**src/rtl/srlzr_pkg.sv**
```systemverilog
// Shared serializer/deserializer definitions: default link parameters and FSM encodings.
// No logic; constants and a counter-width helper only.
// Backpressure: not applicable.
package srlzr_pkg;

    // Link defaults shared with the serializer side
    localparam int         SRLZR_DATA_WIDTH  = 4;
    localparam logic [3:0] SRLZR_SYNC_WORD   = 4'b1101;
    localparam int         SRLZR_FRAME_WORDS = 4;
    localparam int         SRLZR_MISS_LIMIT  = 2;

    // Deserializer FSM encodings
    localparam logic [1:0] ST_HUNT  = 2'd0;
    localparam logic [1:0] ST_DATA  = 2'd1;
    localparam logic [1:0] ST_CHECK = 2'd2;

    typedef enum logic [1:0] {
        HUNT  = ST_HUNT,
        DATA  = ST_DATA,
        CHECK = ST_CHECK
    } state_e;

    // Width of a counter holding values 0..n-1, never narrower than one bit
    function automatic int cnt_width(input int n);
        return (n > 1) ? $clog2(n) : 1;
    endfunction

endpackage

```
**src/rtl/sipo_shreg.sv**
```systemverilog
// Serial-in parallel-out shift register, MSB first (oldest bit ends up at the top).
// Latency: one clk per bit; q reflects a sampled bit the cycle after the edge.
// Backpressure: none; en=0 freezes the contents.
module sipo_shreg #(
    parameter int DATA_WIDTH = 4
) (
    input  logic                  clk,
    input  logic                  rst_n,
    input  logic                  en,
    input  logic                  din,
    output logic [DATA_WIDTH-1:0] q
);

    logic [DATA_WIDTH-1:0] shreg_q;

    // Shift one bit in on every enabled edge; reset wins over enable
    always_ff @(posedge clk) begin
        if (!rst_n) begin
            shreg_q <= '0;
        end else if (en) begin
            shreg_q <= {shreg_q[DATA_WIDTH-2:0], din};
        end
    end

    assign q = shreg_q;

endmodule

```
**src/rtl/srlzr_deserializer.sv**
```systemverilog
// Serial deserializer: hunts for SYNC_WORD, emits FRAME_WORDS payload words per frame, flywheels over bad syncs.
// Latency: data_out/data_valid update on the edge sampling a word's last bit (visible one cycle later).
// Backpressure: none on output; din_en=0 stalls all state, only the one-cycle pulses clear.
module srlzr_deserializer
    import srlzr_pkg::*;
#(
    parameter int                    DATA_WIDTH  = SRLZR_DATA_WIDTH,
    parameter logic [DATA_WIDTH-1:0] SYNC_WORD   = SRLZR_SYNC_WORD,
    parameter int                    FRAME_WORDS = SRLZR_FRAME_WORDS,
    parameter int                    MISS_LIMIT  = SRLZR_MISS_LIMIT
) (
    input  logic                  clk,
    input  logic                  rst_n,
    input  logic                  din,
    input  logic                  din_en,
    output logic [DATA_WIDTH-1:0] data_out,
    output logic                  data_valid,
    output logic                  locked,
    output logic                  sync_err
);

    localparam int BCW = cnt_width(DATA_WIDTH);
    localparam int WCW = cnt_width(FRAME_WORDS);
    localparam int MCW = cnt_width(MISS_LIMIT + 1);

    localparam logic [BCW-1:0] BIT_LAST  = BCW'(DATA_WIDTH - 1);
    localparam logic [WCW-1:0] WORD_LAST = WCW'(FRAME_WORDS - 1);
    localparam logic [MCW-1:0] MISS_MAX  = MCW'(MISS_LIMIT);

    state_e                state_q;
    logic [BCW-1:0]        bit_cnt_q;
    logic [WCW-1:0]        word_cnt_q;
    logic [MCW-1:0]        miss_cnt_q;
    logic [DATA_WIDTH-1:0] data_out_q;
    logic                  data_valid_q;
    logic                  locked_q;
    logic                  sync_err_q;

    logic [DATA_WIDTH-1:0] shreg_q;
    logic [DATA_WIDTH-1:0] word_d;
    logic [MCW-1:0]        miss_cnt_d;
    logic                  shreg_unused;

    sipo_shreg #(
        .DATA_WIDTH (DATA_WIDTH)
    ) u_shreg (
        .clk   (clk),
        .rst_n (rst_n),
        .en    (din_en),
        .din   (din),
        .q     (shreg_q)
    );

    // Word as it will stand after the current bit is shifted in; the oldest
    // register bit falls off the end and is never looked at.
    assign word_d       = {shreg_q[DATA_WIDTH-2:0], din};
    assign shreg_unused = shreg_q[DATA_WIDTH-1];
    // Only evaluated in CHECK while locked, where miss_cnt_q < MISS_LIMIT
    assign miss_cnt_d   = miss_cnt_q + MCW'(1);

    // Alignment FSM with counters and registered outputs; pulses self-clear
    always_ff @(posedge clk) begin
        if (!rst_n) begin
            state_q      <= HUNT;
            bit_cnt_q    <= '0;
            word_cnt_q   <= '0;
            miss_cnt_q   <= '0;
            data_out_q   <= '0;
            data_valid_q <= 1'b0;
            locked_q     <= 1'b0;
            sync_err_q   <= 1'b0;
        end else begin
            data_valid_q <= 1'b0;
            sync_err_q   <= 1'b0;
            if (din_en) begin
                unique case (state_q)
                    HUNT: begin
                        // Sliding compare on every bit; a payload pattern may
                        // false-lock, and CHECK misses are what recover it.
                        if (word_d == SYNC_WORD) begin
                            state_q    <= DATA;
                            locked_q   <= 1'b1;
                            bit_cnt_q  <= '0;
                            word_cnt_q <= '0;
                            miss_cnt_q <= '0;
                        end
                    end
                    DATA: begin
                        if (bit_cnt_q == BIT_LAST) begin
                            bit_cnt_q    <= '0;
                            data_out_q   <= word_d;
                            data_valid_q <= 1'b1;
                            if (word_cnt_q == WORD_LAST) begin
                                word_cnt_q <= '0;
                                state_q    <= CHECK;
                            end else begin
                                word_cnt_q <= word_cnt_q + WCW'(1);
                            end
                        end else begin
                            bit_cnt_q <= bit_cnt_q + BCW'(1);
                        end
                    end
                    CHECK: begin
                        // Sync slot: consumed here, never presented as payload
                        if (bit_cnt_q == BIT_LAST) begin
                            bit_cnt_q <= '0;
                            if (word_d == SYNC_WORD) begin
                                miss_cnt_q <= '0;
                                state_q    <= DATA;
                            end else begin
                                sync_err_q <= 1'b1;
                                miss_cnt_q <= miss_cnt_d;
                                if (miss_cnt_d == MISS_MAX) begin
                                    state_q  <= HUNT;
                                    locked_q <= 1'b0;
                                end else begin
                                    state_q <= DATA;
                                end
                            end
                        end else begin
                            bit_cnt_q <= bit_cnt_q + BCW'(1);
                        end
                    end
                    default: begin
                        state_q  <= HUNT;
                        locked_q <= 1'b0;
                    end
                endcase
            end
        end
    end

    assign data_out   = data_out_q;
    assign data_valid = data_valid_q;
    assign locked     = locked_q;
    assign sync_err   = sync_err_q;

endmodule

```
**config.mk**
```make
export PLATFORM = sky130hd
export DESIGN_NAME = srlzr_deserializer
export DESIGN_NICKNAME = d
export VERILOG_FILES = /design/src/rtl/srlzr_pkg.sv /design/src/rtl/sipo_shreg.sv /design/src/rtl/srlzr_deserializer.sv
export SDC_FILE = /design/constraint.sdc
export NUM_CORES = 1
export LEC_CHECK = 0
export ABC_AREA = 1
export CORE_UTILIZATION = 54
export DETAILED_ROUTE_END_ITERATION = 8
export HOLD_SLACK_MARGIN = 0.08
export PLACE_DENSITY = 0.77
export SLEW_MARGIN = 20
export SYNTH_ARGS = -nofsm -noshare
export SYNTH_HDL_FRONTEND = slang
export SYNTH_HIERARCHICAL = 1
export SYNTH_SLANG_ARGS = --single-unit
export TNS_END_PERCENT = 30
```
**constraint.sdc**
```tcl
create_clock -name clk -period 1.9 [get_ports clk]
set_input_delay 0.475 -clock clk [delete_from_list [all_inputs] [get_ports clk]]
set_output_delay 0.475 -clock clk [all_outputs]
set_load 0.02 [all_outputs]
```
Word-level counts from Yosys, hierarchy flattened
Cells that the tools add are included.
{"block": "totals", "regBits": 18, "input_bits": 4, "out_inout_bits": 7, "elab_cells": 61}
{"block": "op_classes", "add_sub_neg": 3, "n_eq_ne": 12, "n_mux": 23, "n_bitwise": 1, "reduce_logical": 13}
{"op": "$mux 2", "n": 10}
{"op": "$ne 2x2->1 const B", "n": 6}
{"op": "$pmux 2 s2", "n": 3}
{"op": "$reduce_and 4->1", "n": 3}
{"op": "$reduce_and 3->1", "n": 3}
{"op": "$eq 2x2->1 const B", "n": 4}
{"op": "$mux 1", "n": 8}
{"op": "$add 2x1->2 const B", "n": 3}
{"op": "$pmux 2 s3", "n": 1}
{"op": "$reduce_and 6->1", "n": 1}
{"op": "$reduce_bool 2->1", "n": 3}
{"op": "$reduce_and 5->1", "n": 1}
{"op": "$eq 4x4->1 const B", "n": 1}
{"op": "$pmux 1 s3", "n": 1}
{"op": "$eq 2x1->1 const B", "n": 1}
{"op": "$logic_not 2->1", "n": 1}
{"op": "$reduce_or 2->1", "n": 1}
{"op": "$not 1->1", "n": 1}

Depth between registers and ports, before layout
{"block": "logic_depth", "ltp_word": 6, "mapped_depth": 9}

Modules after synthesis
Netlist, hierarchy kept.
{"mod": "srlzr_deserializer", "n_inst": 1, "cells_each": 117, "area_each_um2": 863.3}
{"mod": "sipo_shreg", "n_inst": 1, "cells_each": 25, "area_each_um2": 166.4}

Least setup slack after synthesis
OpenSTA, ideal clock, no wires.
{"block": "synth_path", "path_type": "reg-to-reg", "startpoint": "register state_q[1]", "endpoint": "register locked_q, in the netlist locked", "setup_ps": 115, "arrival_ps": 1195, "required_time_ps": 1785, "slack_ps": 590, "stages_incl_launch_ff": 9, "cell_sequence": "dfxtp_1 inv_1 ha_1 inv_1 nand3_1 a21oi_1 nand3_1 nand2_1 nor2_1"}
{"block": "synth_via", "elab_chain_cells": 3}
{"element": "start: declaration", "line": "srlzr_deserializer.sv:30", "rtl": "state_e state_q;"}
{"element": "start signal: assignment", "line": "srlzr_deserializer.sv:64", "rtl": "state_q <= HUNT;"}
{"element": "start signal: assignment", "line": "srlzr_deserializer.sv:81", "rtl": "state_q <= DATA;"}
{"element": "start signal: assignment", "line": "srlzr_deserializer.sv:95", "rtl": "state_q <= CHECK;"}
{"element": "$eq 2x2->1, or another cell as far along", "line": "srlzr_deserializer.sv:76", "rtl": "unique case (state_q)"}
{"element": "$ne 2x2->1 (no source line) / $not 1->1 (equally long branches)"}
{"element": "$reduce_and 6->1 (no source line)"}
{"element": "end signal: assignment", "line": "srlzr_deserializer.sv:70", "rtl": "locked_q <= 1'b0;"}
{"element": "end signal: assignment", "line": "srlzr_deserializer.sv:82", "rtl": "locked_q <= 1'b1;"}
{"element": "end signal: assignment", "line": "srlzr_deserializer.sv:115", "rtl": "locked_q <= 1'b0;"}
{"element": "end: declaration", "line": "srlzr_deserializer.sv:36", "rtl": "logic locked_q;"}
Several ways; a longest one is shown, not always the timed one.
A chain may end at the register's enable or synchronous reset.

Worst setup path after layout
{"block": "layout_path", "startpoint": "register locked_q, in the netlist locked", "endpoint": "output locked"}
{"element": "end: declaration", "line": "srlzr_deserializer.sv:18", "rtl": "output logic locked,"}
No word-level cell between the ends.

==> report_table.html <==
<table>
<tr><th>Metric</th><th>Value</th></tr>
<tr><th colspan="2">Status</th></tr>
<tr><td>Status</td><td>finished, final reports clean</td></tr>
<tr><th colspan="2">Final layout</th></tr>
<tr><td>Combined area of the multi-input logic cells</td><td>512 µm²</td></tr>
<tr><td>Final Net Count</td><td>163</td></tr>
<tr><td>Ratio of cells with drive above 1 in the final layout</td><td>9.40%</td></tr>
<tr><td>Number of inserted filler cells in the final layout</td><td>154</td></tr>
<tr><td>Area added between synthesis and finish</td><td>14.8%</td></tr>
<tr><td>Antenna diode instance count</td><td>0</td></tr>
<tr><td>Final Util</td><td>65.9%</td></tr>
<tr><td>Register cell area after layout</td><td>360 µm²</td></tr>
<tr><th colspan="2">Detailed routing</th></tr>
<tr><td>Count of routing violations after the opening detailed-route iteration</td><td>15</td></tr>
<tr><td>Post-detailed-route via-to-cell ratio</td><td>4.80</td></tr>
<tr><td>Vias after detailed routing</td><td>835</td></tr>
<tr><td>Wirelength per Cell</td><td>10.4 µm</td></tr>
<tr><td>DRC Markers</td><td>0</td></tr>
<tr><td>Routed wire length</td><td>1820 µm</td></tr>
<tr><td>DRT Pass-1 Iters</td><td>3</td></tr>
<tr><td>Remaining number of nets flagged by the antenna check after routing</td><td>0</td></tr>
<tr><th colspan="2">Floorplanning</th></tr>
<tr><td>Die Y</td><td>44.8 µm</td></tr>
<tr><td>Core area</td><td>1730 µm²</td></tr>
<tr><td>Core Rows</td><td>15</td></tr>
<tr><td>Die Width</td><td>44.8 µm</td></tr>
<tr><td>Initial cell density of the core</td><td>57.4%</td></tr>
<tr><td>I/O pin count</td><td>11</td></tr>
<tr><td>Die Area</td><td>2010 µm²</td></tr>
<tr><th colspan="2">Critical path</th></tr>
<tr><td>Cell breakdown of the critical path</td><td>clkdlybuf4s50_1</td></tr>
<tr><td>Crit Path Class</td><td>flop to output pin</td></tr>
<tr><td>Number of buffers and inverters on the critical path</td><td>1</td></tr>
<tr><td>Slowest stage delay, CP</td><td>610 ps</td></tr>
<tr><td>Kind of cell adding the most delay to the critical path</td><td>buffers and inverters</td></tr>
<tr><td>Maximum net fanout on the critical path</td><td>2</td></tr>
<tr><td>Type of origin of the critical path</td><td>flop</td></tr>
<tr><td>Crit. End Element</td><td>output pin</td></tr>
<tr><td>Critical path's slowest cell</td><td>clkdlybuf4s50_1</td></tr>
<tr><td>CP Data Arrival Time</td><td>1250 ps</td></tr>
<tr><td>Required time of the critical path</td><td>1420 ps</td></tr>
<tr><th colspan="2">STA</th></tr>
<tr><td>Finish-stage setup viols</td><td>0</td></tr>
<tr><td>Setup TNS Final</td><td>0 ps</td></tr>
<tr><td>Setup clock skew after layout</td><td>1.21 ps</td></tr>
<tr><td>Max-slew violation total from the final report</td><td>0</td></tr>
<tr><td>Fraction of the cycle the final worst path needs</td><td>91.0%</td></tr>
<tr><td>Transition time at the pin with the least slew margin</td><td>358 ps</td></tr>
<tr><td>Fin Hold WS</td><td>444 ps</td></tr>
<tr><td>Headroom to the max-slew limit</td><td>76.0%</td></tr>
<tr><td>Minimum clock period</td><td>1730 ps</td></tr>
<tr><td>Unrepaired setup endpoints after global routing</td><td>no</td></tr>
<tr><td>Number of failing hold endpoints at the final stage</td><td>0</td></tr>
<tr><td>Highest clock frequency the design can meet</td><td>578 MHz</td></tr>
<tr><th colspan="2">Flow run</th></tr>
<tr><td>MaxCap Viol Count</td><td>0</td></tr>
<tr><th colspan="2">Clock network</th></tr>
<tr><td>Clock tree buffer depth</td><td>2</td></tr>
<tr><td>Cell chosen for the clock root</td><td>clkbuf_4</td></tr>
<tr><td>Clock edge transition at the registers on the reported setup and hold paths</td><td>100 ps</td></tr>
<tr><td>Htree depth</td><td>1</td></tr>
<tr><td>Clk sinks</td><td>18</td></tr>
<tr><td>Count of hold-fix buffers inserted at cts</td><td>0</td></tr>
<tr><td># resized after CTS</td><td>0</td></tr>
<tr><td>TritonCTS clock tree</td><td>done</td></tr>
<tr><td>Clock latency reported for the late side of the worst-skew pair</td><td>290 ps</td></tr>
<tr><td>Postcts setup bufs</td><td>0</td></tr>
<tr><td>TritonCTS Buffers</td><td>3</td></tr>
<tr><th colspan="2">Place</th></tr>
<tr><td>Post-detailed-placement half-perimeter wirelength</td><td>1410 µm</td></tr>
<tr><td>RD Place Congestion</td><td>0.782</td></tr>
<tr><td># port buffers</td><td>10</td></tr>
<tr><th colspan="2">Power and ir drop</th></tr>
<tr><td>Switching power as a share of total power</td><td>31.3%</td></tr>
<tr><td>Power per cell area</td><td>764 nW/µm²</td></tr>
<tr><td>Design internal power</td><td>0.597 mW</td></tr>
<tr><td>Max VDD drop</td><td>0.527 mV</td></tr>
<tr><td>Part of the total power dissipated in the clock network</td><td>26.6%</td></tr>
<tr><td>Total power draw</td><td>0.869 mW</td></tr>
<tr><td>Net Sw Power</td><td>0.272 mW</td></tr>
<tr><td>Sequential share of power</td><td>48.0%</td></tr>
<tr><td>Proportion of power drawn by combinational gates</td><td>25.4%</td></tr>
<tr><td>Static power due to leakage</td><td>0.526 nW</td></tr>
<tr><th colspan="2">Synth</th></tr>
<tr><td>Synthesized instance count</td><td>136</td></tr>
<tr><td>Post-synthesis cell area</td><td>991 µm²</td></tr>
<tr><td>Count of yosys warnings during synthesis</td><td>6</td></tr>
<tr><td>Mean post-synth cell area</td><td>7.29 µm²</td></tr>
<tr><td>Synthesized Nets</td><td>149</td></tr>
<tr><th colspan="2">Global route</th></tr>
<tr><td>Remaining Overflow, GRT</td><td>0</td></tr>
<tr><td>Antenna violations before repair</td><td>0</td></tr>
<tr><td>Wire length of the first global-routing pass</td><td>3190 µm</td></tr>
<tr><td>Largest net degree at the start of global routing</td><td>12</td></tr>
<tr><td>Via count of the first global-routing pass</td><td>753</td></tr>
<tr><td>Overall fraction of global-route tracks in use</td><td>22.2%</td></tr>
<tr><th colspan="2">Worst hold path</th></tr>
<tr><td>Class of the tightest hold or removal check</td><td>flop to flop</td></tr>
</table>
## worst paths after layout
path / start / endpoint / slack (ps) / cells after the start
hold / removal: data_out[3] / data_out[3] / 440 / 2
setup reg to reg: state_q[1] / locked / 310 / 8
setup / recovery: locked / locked / 170 / 1
hold reg to reg: data_out[3] / data_out[3] / 440 / 2
## flip-flops by register name (all words and copies together), names as in the netlist
signal / flops
word_cnt_q: 2
bit_cnt_q: 2
u_shreg/q: 3
locked: 1
data_out: 4
sync_err: 1
state_q: 2
data_valid: 1
miss_cnt_q: 2
## placed cells by master, fill, tap and decap left out
cell,instances
o21a_1,1
clkdlybuf4s50_1,10
o21ai_0,4
inv_1,22
nand2_2,3
nor2_2,1
nand4_1,2
nand2_1,28
clkbuf_4,3
dfxtp_1,18
nor3_1,3
clkbuf_8,1
buf_4,2
o21ai_1,1
nand3_1,7
ha_1,9
nand2_4,1
a21oi_1,13
nor2_1,17
a21oi_2,2
a21oi_4,1
## through the flow
stage / instances / instance area [µm²] / worst slack [ps]
floorplan: 136 / 991 / 590
global placement: 170 / 1100 / 86.3
detailed placement: 170 / 1100 / 77.2
CTS: 174 / 1140 / 159
global route: 174 / 1140 / 119
finish: 174 / 1140 / 171
## power by group through the flow
stage / clock, mW / sequential, mW / combinational, mW
after floorplan: 0 / 0.425 / 0.179
after global placement: 0 / 0.425 / 0.209
after detailed placement: 0 / 0.426 / 0.218
after CTS: 0.240 / 0.417 / 0.219
after global routing: 0.260 / 0.421 / 0.248
final: 0.231 / 0.417 / 0.220
## layer usage
metal / GRT usage (%) / wire length, µm / up-vias
met5: 0 / 0 / -
met4: 10.9 / 42 / 0
met3: 2.40 / 33 / 4
met2: 37.9 / 851 / 9
met1: 27.6 / 888 / 369
li1: - / - / 453
## final cells by class
| class | instances | share of cell area [%] |
|---|---|---|
| clock buffers | 4 | 3.19 |
| well taps | 25 | 2.75 |
| multi-input cells | 93 | 45.0 |
| repair buffers | 12 | 10.1 |
| inverters | 22 | 7.26 |
| flip-flops and latches | 18 | 31.7 |
## worst reg2reg max path: stages, from the launching register on
cell and delay, ps:
dfxtp_1 420, inv_1 90, ha_1 250, inv_1 150, nand3_1 90, a21oi_1 280
nand3_1 110, nand2_1 70, nor2_1 40
(Power assumes the default switching activity.)
